**src/rtl/div_unit.sv**
```systemverilog
// ---------------------------------------------------------------------------
// div_unit
//   Iterative radix-2 restoring divider for RV32M DIV/DIVU/REM/REMU. It sits
//   in the EX stage next to the single-cycle ALU. The pipeline stays stalled
//   while busy is high. Each cycle in CALC produces one quotient bit. Divide
//   by zero and signed overflow are resolved when the request is accepted,
//   so those requests skip the iteration.
//
// Ports
//   clk        rising-edge clock
//   rst_n      asynchronous active-low reset
//   start      request, accepted only in IDLE when flush is low
//   divOp      00 DIV, 01 DIVU, 10 REM, 11 REMU
//   srcA       dividend, sampled on accept
//   srcB       divisor, sampled on accept
//   flush      abort the current operation, return to IDLE
//   busy       high in CALC and FIX
//   done       one-cycle pulse, divResult valid
//   divResult  quotient or remainder, held until the next result
// ---------------------------------------------------------------------------
module div_unit #(
    parameter int XLEN = 32
) (
    input  logic            clk,
    input  logic            rst_n,
    input  logic            start,
    input  logic [1:0]      divOp,
    input  logic [XLEN-1:0] srcA,
    input  logic [XLEN-1:0] srcB,
    input  logic            flush,
    output logic            busy,
    output logic            done,
    output logic [XLEN-1:0] divResult
);

    localparam int              CW      = $clog2(XLEN);
    localparam logic [CW-1:0]   LASTBIT = CW'(XLEN - 1);
    localparam logic [XLEN-1:0] MOSTNEG = {1'b1, {(XLEN-1){1'b0}}};

    typedef enum logic [1:0] {IDLE, CALC, FIX, DONE} state_t;

    state_t          state;
    state_t          nextState;
    logic            nextBusy;
    logic            nextDone;

    logic [XLEN:0]   rem;
    logic [XLEN-1:0] quo;
    logic [XLEN-1:0] divisor;
    logic [CW-1:0]   bitCnt;
    logic            isRem;
    logic            negQ;
    logic            negR;

    logic            isSigned;
    logic            accept;
    logic            divByZero;
    logic            overflow;
    logic            special;
    logic [XLEN-1:0] specialResult;
    logic [XLEN-1:0] magA;
    logic [XLEN-1:0] magB;
    logic [XLEN+1:0] trial;
    logic [XLEN-1:0] fixResult;

    assign isSigned  = ~divOp[0];
    assign accept    = (state == IDLE) & start & ~flush;
    assign divByZero = (srcB == '0);
    assign overflow  = isSigned & (srcA == MOSTNEG) & (srcB == '1);
    assign special   = divByZero | overflow;

    // A zero divisor gives all ones for a quotient and the dividend for a remainder.
    // Overflow (most negative / -1) gives the dividend as the quotient and 0 as the remainder.
    always_comb begin
        specialResult = '0;
        if (divByZero) begin
            specialResult = divOp[1] ? srcA : '1;
        end else if (overflow) begin
            specialResult = divOp[1] ? '0 : srcA;
        end
    end

    // Signed operands are turned into magnitudes. MOSTNEG negates to itself, and
    // that value is still correct when read as an unsigned magnitude.
    assign magA = (isSigned & srcA[XLEN-1]) ? -srcA : srcA;
    assign magB = (isSigned & srcB[XLEN-1]) ? -srcB : srcB;

    // The next dividend bit is shifted into the partial remainder and the divisor
    // is subtracted. The extra top bit of trial is the borrow. If it is set, the
    // trial result is dropped and the shifted remainder is kept instead.
    assign trial = {rem, quo[XLEN-1]} - {2'b00, divisor};

    assign fixResult = isRem ? (negR ? -rem[XLEN-1:0] : rem[XLEN-1:0])
                             : (negQ ? -quo : quo);

    // Next-state decode. flush has priority over everything else. busy and done
    // are taken from the next state so that both outputs come straight from flops.
    always_comb begin
        nextState = state;
        nextBusy  = 1'b0;
        nextDone  = 1'b0;
        if (flush) begin
            nextState = IDLE;
        end else begin
            case (state)
                IDLE:    if (start) nextState = special ? DONE : CALC;
                CALC:    if (bitCnt == LASTBIT) nextState = FIX;
                FIX:     nextState = DONE;
                DONE:    nextState = IDLE;
                default: nextState = IDLE;
            endcase
        end
        nextBusy = (nextState == CALC) | (nextState == FIX);
        nextDone = (nextState == DONE);
    end

    // State register together with the registered status outputs.
    always_ff @(posedge clk or negedge rst_n) begin
        if (!rst_n) begin
            state <= IDLE;
            busy  <= 1'b0;
            done  <= 1'b0;
        end else begin
            state <= nextState;
            busy  <= nextBusy;
            done  <= nextDone;
        end
    end

    // Datapath. Operands and signs are captured on accept. CALC produces one
    // quotient bit per cycle. FIX applies the result sign and loads divResult.
    // A flush stops any update, so divResult keeps its previous value.
    always_ff @(posedge clk or negedge rst_n) begin
        if (!rst_n) begin
            rem       <= '0;
            quo       <= '0;
            divisor   <= '0;
            bitCnt    <= '0;
            isRem     <= 1'b0;
            negQ      <= 1'b0;
            negR      <= 1'b0;
            divResult <= '0;
        end else if (accept) begin
            isRem   <= divOp[1];
            negQ    <= isSigned & (srcA[XLEN-1] ^ srcB[XLEN-1]);
            negR    <= isSigned & srcA[XLEN-1];
            rem     <= '0;
            quo     <= magA;
            divisor <= magB;
            bitCnt  <= '0;
            if (special) begin
                divResult <= specialResult;
            end
        end else if ((state == CALC) && !flush) begin
            if (trial[XLEN+1]) begin
                rem <= {rem[XLEN-1:0], quo[XLEN-1]};
                quo <= {quo[XLEN-2:0], 1'b0};
            end else begin
                rem <= trial[XLEN:0];
                quo <= {quo[XLEN-2:0], 1'b1};
            end
            bitCnt <= bitCnt + CW'(1);
        end else if ((state == FIX) && !flush) begin
            divResult <= fixResult;
        end
    end

endmodule

```
**config.mk**
```make
export PLATFORM = sky130hd
export DESIGN_NAME = div_unit
export DESIGN_NICKNAME = d
export VERILOG_FILES = /design/src/rtl/div_unit.sv
export SDC_FILE = /design/constraint.sdc
export NUM_CORES = 1
export LEC_CHECK = 0
export CORE_MARGIN = 2
export CORE_UTILIZATION = 59
export CTS_CLUSTER_DIAMETER = 200
export DETAILED_ROUTE_END_ITERATION = 8
export PLACE_DENSITY = 0.82
export SYNTH_ARGS = -nofsm -noshare
export SYNTH_HDL_FRONTEND = slang
export SYNTH_SLANG_ARGS = --single-unit
```
**constraint.sdc**
```tcl
create_clock -name clk -period 3.8 [get_ports clk]
set_input_delay 0.76 -clock clk [delete_from_list [all_inputs] [get_ports clk]]
set_output_delay 0.76 -clock clk [all_outputs]
set_load 0.02 [all_outputs]
```
==> results.py <==
metrics = {
    "sta": {
        "final.setup.worst_slack_ns": 0.267,
        "clock_skew_ns": 0.0126,
        "worst_pin_slew_ns": 1.18,
        "slew_headroom_pct": 21.2,
        "rsz0062_at_grt": "no",
        "fmax_ghz": 0.283,
        "post-route-period-util_pct": 93.0,
        "setup_violations": 0,
        "hold_viol": 0,
        "maxSlewViolCount": 0,
        "final.setup.tns_ns": 0,
        "fin_crit_ns": 3.53,
    },
    "worst_setup_path": {
        "critPathCaptureType": "flop",
        "worstReg2RegStart": "quo[8]",
        "startpoint_type": "primary input",
        "reg2reg_depth": 9,
        "rrSetupSlack_ns": 0.49,
        "cp_max_fo": 17,
        "path_cells": "clkdlybuf4s50_1 > or4_1 > nor3_2 > nand2_1 > nor4_2 > a31o_1 > a21oi_1 > nand2b_2 > buf_4 > a211oi_1 > a21o_1",
        "cp_slowest_stage_delay_ns": 0.57,
        "worst_ep_required_time_ns": 4.16,
        "critPathBufInv": 2,
        "crit_arrival_ns": 3.89,
        "path_class": "in -> reg",
        "crit_start": "srcA[24]",
        "setup.worst_path.end": "divResult[30]",
        "crit_cells": 11,
        "critPathSlowestCell": "or4_1",
        "critical_path.top_delay_family": "simple AND/OR/NAND/NOR gates",
        "r2r-end": "divResult[25]",
    },
    "layout": {
        "drive_gt1_share_pct": 8.02,
        "antenna-diode-count": 0,
        "final_cells": 1737,
        "stdcell_area_sq_mm": 0.0131,
        "area_delta_synth_final_pct": 19.8,
        "final_nets": 1607,
    },
    "route": {
        "drt_wl_total_mm": 30.5,
        "vias": 10800,
        "routedWlPerCell_um": 17.5,
        "first_pass_iters": 9,
        "final_antenna_net_count": 0,
        "drt_iter0_drc": 1107,
        "drcViolationCount": 7,
        "avgViaCountPerCell": 6.22,
    },
    "logic_synthesis": {
        "ys.flop_type": "dfrtp_1",
        "yosysTopAreaCellShare_pct": 32.3,
        "seq_area_frac_synth_pct": 32.3,
        "ys_top_cells_by_area": "dfrtp_1, nand2_1, xor2_1",
        "yosys_register_bits": 141,
        "synth_edf_count": 0,
        "ys_warn_count": 0,
        "synth_cells": 1396,
        "synthArstFlopShare_pct": 100,
        "ys_types": 68,
        "synth_common_cells": "nand2_1, dfrtp_1, nor2_1",
        "synth_area_per_cell_sq_um": 7.83,
        "synth_nets": 1507,
        "yosysMostFrequentCell": "nand2_1",
        "netlist_area_sq_mm": 0.0109,
        "yosysTopAreaCell": "dfrtp_1",
    },
    "placed_design": {
        "place_congestion": 0.968,
        "pre_cts_ws_ns": -0.502,
        "port_buffers": 103,
        "place_area_sq_mm": 0.0124,
        "dp_hpwl_mm": 22.6,
        "placed_cells": 1706,
    },
    "floorplanning": {
        "die_x_um": 140,
        "die_area_sq_mm": 0.0196,
        "pin_count": 104,
        "core_sq_mm": 0.0181,
        "die_h_um": 140,
        "row_count": 49,
        "start_util_pct": 60.4,
    },
    "power": {
        "peakVddDrop_v": 0.000398,
        "p_per_area_mw_per_mm2": 631,
        "total_power_w": 0.00827,
        "power.leakage_nw": 5.68,
    },
    "grt": {
        "grt_pass1_vias": 10200,
        "grt_usage_pct": 31.4,
        "antenna_found_initial": 1,
        "grt_max_degree": 83,
        "grt.overflow.total": 0,
        "grt_pass1_wl_mm": 50.3,
    },
    "clock_network": {
        "cts-root-buf": "clkbuf_16",
        "cts.clk_slew.worst_paths_ns": 0.06,
        "cts_hold_buffers": 0,
        "cts_buffers": 17,
        "clk_latency_ns": 0.43,
        "clock_sinks": 141,
        "htreeDepth": 4,
        "clockBufferDepth": 2,
        "cts_tree": "done",
    },
    "worst_hold_path": {
        "hold_class": "in -> async",
    },
    "run": {
        "maxCapViolCount": 0,
    },
    "status": {
        "status": "finished with violations",
        "violations": "design-rule violations",
    },
}
## registers in the layout, indices dropped and copies added (netlist names), 2 cells and up
name / flops
state: 2
rem: 33
bitCnt: 5
divResult: 32
divisor: 32
quo: 32
## placed cells by master, fill, tap and decap left out, types with 10 or more instances in the layout
| master | count |
|---|---|
| a21o_1 | 12 |
| o31ai_1 | 42 |
| nor3_1 | 23 |
| and3_1 | 16 |
| xnor2_1 | 69 |
| or2_2 | 10 |
| xor2_1 | 78 |
| buf_4 | 55 |
| ha_1 | 40 |
| nand4_1 | 12 |
| dfrtp_1 | 141 |
| nand2_1 | 208 |
| clkdlybuf4s50_1 | 102 |
| o21ai_0 | 92 |
| a21oi_1 | 89 |
| a211oi_1 | 25 |
| or4_1 | 12 |
| nand2b_1 | 12 |
| o41ai_1 | 13 |
| a31oi_1 | 34 |
| nor2_1 | 112 |
| clkbuf_16 | 17 |
| o211ai_1 | 10 |
| or3_1 | 20 |
| inv_1 | 53 |
| nand3_1 | 85 |
| nor2b_1 | 11 |
## final cells by class
cell class                      instances  area [sq um]
Clock buffer                           20           447
Clock inverter                         11           191
Fill cell                            1469          4990
Inverter                               53           199
Multi-Input combinational cell       1122          6940
Sequential cell                       141          3530
Tap cell                              229           287
Timing Repair Buffer                  161          1510
## report_power, final
part	switching [W]	total, W	leakage, nW	internal, W
Sequential	0.000513	0.00231	1.82	0.00180
Combinational	0.00240	0.00413	3.55	0.00173
Clock	0.000647	0.00182	0.314	0.00118
Total	0.00356	0.00827	5.68	0.00471
## per-stage QoR
step	hold slack, ns	utilization (%)
final	0.288	72.4
after global placement	0.462	68.8
after CTS	0.314	72.4
after floorplan	0.450	-
after detailed placement	0.470	68.8
after global routing	0.338	72.4
## how the worst min path moves through the flow
stage               endpoint  slack (ns)  cells after the start
2_1_floorplan    divisor[10]        0.45                      2
3_3_place_gp     divisor[25]        0.46                      2
3_5_place_dp   divResult[14]        0.47                      2
4_1_cts              quo[27]        0.31                      1
5_1_grt              quo[27]        0.34                      1
6_report             quo[27]        0.29                      1
## logic make-up after synthesis
family                   count (synthesis)  share of synthesized area, %
buffers and inverters                  133                          4.69
XOR/XNOR                               149                          11.9
adder cells (fa/ha/maj)                 41                          4.76
AO/OA/AOI/OAI                          371                          22.0
AND/OR/NAND/NOR                        554                          23.7
multiplexers                             7                         0.641
flip-flops                             141                          32.3
## metal layers
metal  track usage [%]  vias up  part of all wire, %
met1              42.6     5093                   43
met3              5.03       59                  6.7
li1                  -     5187                    -
met2              51.8      466                   48
met5                 0        -                    0
met4              10.6        0                  2.3
## what timing repair did
| item | 4_1_cts | 5_1_grt |
|---|---|---|
| endpoints found under the setup margin | 11 | 17 |
| resized for setup | 1 | 1 |
| setup buffers | 0 | 0 |
(Power assumes the default switching activity.)
==> RTL edit (same settings) <==
Re-encode `state_t` (4 states) as one-hot, 4 bits wide.
--- a/src/rtl/div_unit.sv
+++ b/src/rtl/div_unit.sv
@@ -39,3 +39,3 @@
 
-    typedef enum logic [1:0] {IDLE, CALC, FIX, DONE} state_t;
+    typedef enum logic [3:0] {IDLE = 4'b0001, CALC = 4'b0010, FIX = 4'b0100, DONE = 4'b1000} state_t;
 
Check against the original RTL: no difference found for any inputs over 4 cycles, from zero or initial values and one cycle with rst_n low; so few cycles prove little.
==> RTL edit against the unedited design <==
Via count shrank 4.6%. Sequential cell count increased by 2. Register-to-register slack got worse by 0.32 ns. Final cell count is 4.8% lower. Non-clock buffer count shrank 1. Fmax decreased by 2.6%. Wire length fell by 4.0%. Area after synthesis decreased by 1.6%. Setup slack worse by 0.095 ns. Core utilization decreased by 0.74 points. Design area is 2.0% lower. Critical path type is now flip-flop to flip-flop.
Power is not compared: it rests on default switching activity, and its combinational part moved more than twofold at a synthesized area within 25%.
==> RTL edit: results (changes against the unedited design) <==
| Metric | Value | Delta |
|:---|:---|:---|
| Slew at the pin with the worst max-slew slack | 1.049 ns | -0.1324 ns |
| Overall routing resource usage | 30.25% | -1.2 points |
| Layout Cell Area excl Fill | 12830 um^2 | -2.0% |
| Starting DRT DRC Count | 942 | -15% |
| Share of final-layout standard cells stronger than drive strength 1 | 7.374% | -0.65 points |
| Slowest cell on the critical path | sky130_fd_sc_hd__fa_1 |  |
| Post-synthesis share of cell area spent on xor and xnor gates | 11.98% | +0.036 points |
| Delay of the slowest critical-path stage | 0.43 ns | -0.14 ns |
| Post-synthesis adder-cell area fraction | 4.725% | -0.037 points |
| Total length of routed met3 wires | 2004 um | -1.7% |
| Worst clock skew | 0.007567 ns | -0.005069 ns |
| Total power density per cell area | 383.8 nW/um^2 |  |
| Routed wirelength normalized by instance count | 17.68 um | +0.83% |
| Met1 Routed Length | 12750 um | -3.4% |
| Worst hold slack across all endpoints | 0.3306 ns | +0.04299 ns |
| Most numerous cell types in the synthesized netlist | 145 x sky130_fd_sc_hd__o21ai_0, 142 x sky130_fd_sc_hd__dfrtp_1, 135 x sky130_fd_sc_hd__nand2_1 |  |
| Cell types occupying the most area after synthesis | sky130_fd_sc_hd__dfrtp_1 33%, sky130_fd_sc_hd__o21ai_0 6.8%, sky130_fd_sc_hd__xnor2_1 6.5% |  |
| GR Util met3 | 4.696% | -0.33 points |
| Count of warnings emitted by yosys | 0 | unchanged |
| Compound-gate portion of the synthesized area | 24.71% | +2.7 points |
| GPL Wtd Cong | 0.9411 | -2.7% |
| Post-detailed-route via-to-cell ratio | 6.235 | +0.23% |
| Setup WS pre-CTS | 0.1035 ns | +0.6052 ns |
| Sequential fraction of the synthesis area | 33.30% | +1.0 points |
| Global-route track usage on met2 | 48.82% | -3.0 points |
| Initial antenna violation count | 0 | -1 |
| Start point of the critical path | quo[31] |  |
| Fraction of synthesized area in multiplexers | 2.607% | +2.0 points |
| Reg2reg path depth | 13 | +4 |
| Critical Path Fanout Max | 3 | -14 |
| Average cell area after synthesis | 8.219 um^2 | +5.0% |
| Grt met1 use | 41.27% | -1.3 points |
| Placement-stage cell area | 12290 um^2 | -1.3% |
| Routed met2 length | 13640 um | -6.1% |
| Arrival time reported for the critical path endpoint | 3.93 ns | +0.04 ns |
| Result of the run | completed |  |
| Vias in the first global route | 9708 | -4.8% |
| Routed wire length | 29230 um | -4.0% |
| Maximum clock path buffer count | 2 | unchanged |
| Global-route wire length before repair | 48110 um | -4.3% |
| First-pass iteration count of the detailed router | 8 | -1 |
| Destination of the critical timing path | rem[24] |  |
| Largest net degree at the start of global routing | 74 | -11% |
| Filler Cell Count | 1423 | -3.1% |
| NumNets Final | 1522 | -5.3% |
| Flip-flop count of the largest register, all copies and words added | 33 | unchanged |
| Post-Place Cells | 1622 | -4.9% |
| Synthesized netlist net count | 1418 | -5.9% |
| Setup slack after layout | 0.1721 ns | -0.09503 ns |
| Hpwl dp | 21190 um | -6.0% |
RTL edit: changes by cell type in the layout (fill, tap and decap cells not counted), sizes merged, moves of 21 or more:
cell / before / now
nand2: 208 / 135
a22oi: 3 / 32
a31oi: 34 / 7
o21ai: 97 / 147
nor2: 114 / 93
nand3: 86 / 42
mux2i: 7 / 28
RTL edit: final cells by class:
class	count	area share, %
sequential	143	27.90
multi-input combinational	1038	52.22
clock buffer	24	3.676
inverter	52	1.521
tap	229	2.233
timing repair buffer	160	11.96
clock inverter	7	0.4876
RTL edit: what timing repair did:
| item | 4_1_cts | 5_1_grt |
|---|---|---|
| endpoints found under the setup margin | 0 | 1 |
| hold buffers | 0 | 0 |
| gates resized for setup | 0 | 1 |
RTL edit: worst max-delay path: cells and delay by family (launching register included):
kind | cells | cell delay, ns
compound gates | 6 | 1.70
buf+inv | 2 | 0.13
simple gates | 3 | 0.65
fa+ha+maj | 2 | 0.60
flops | 1 | 0.42
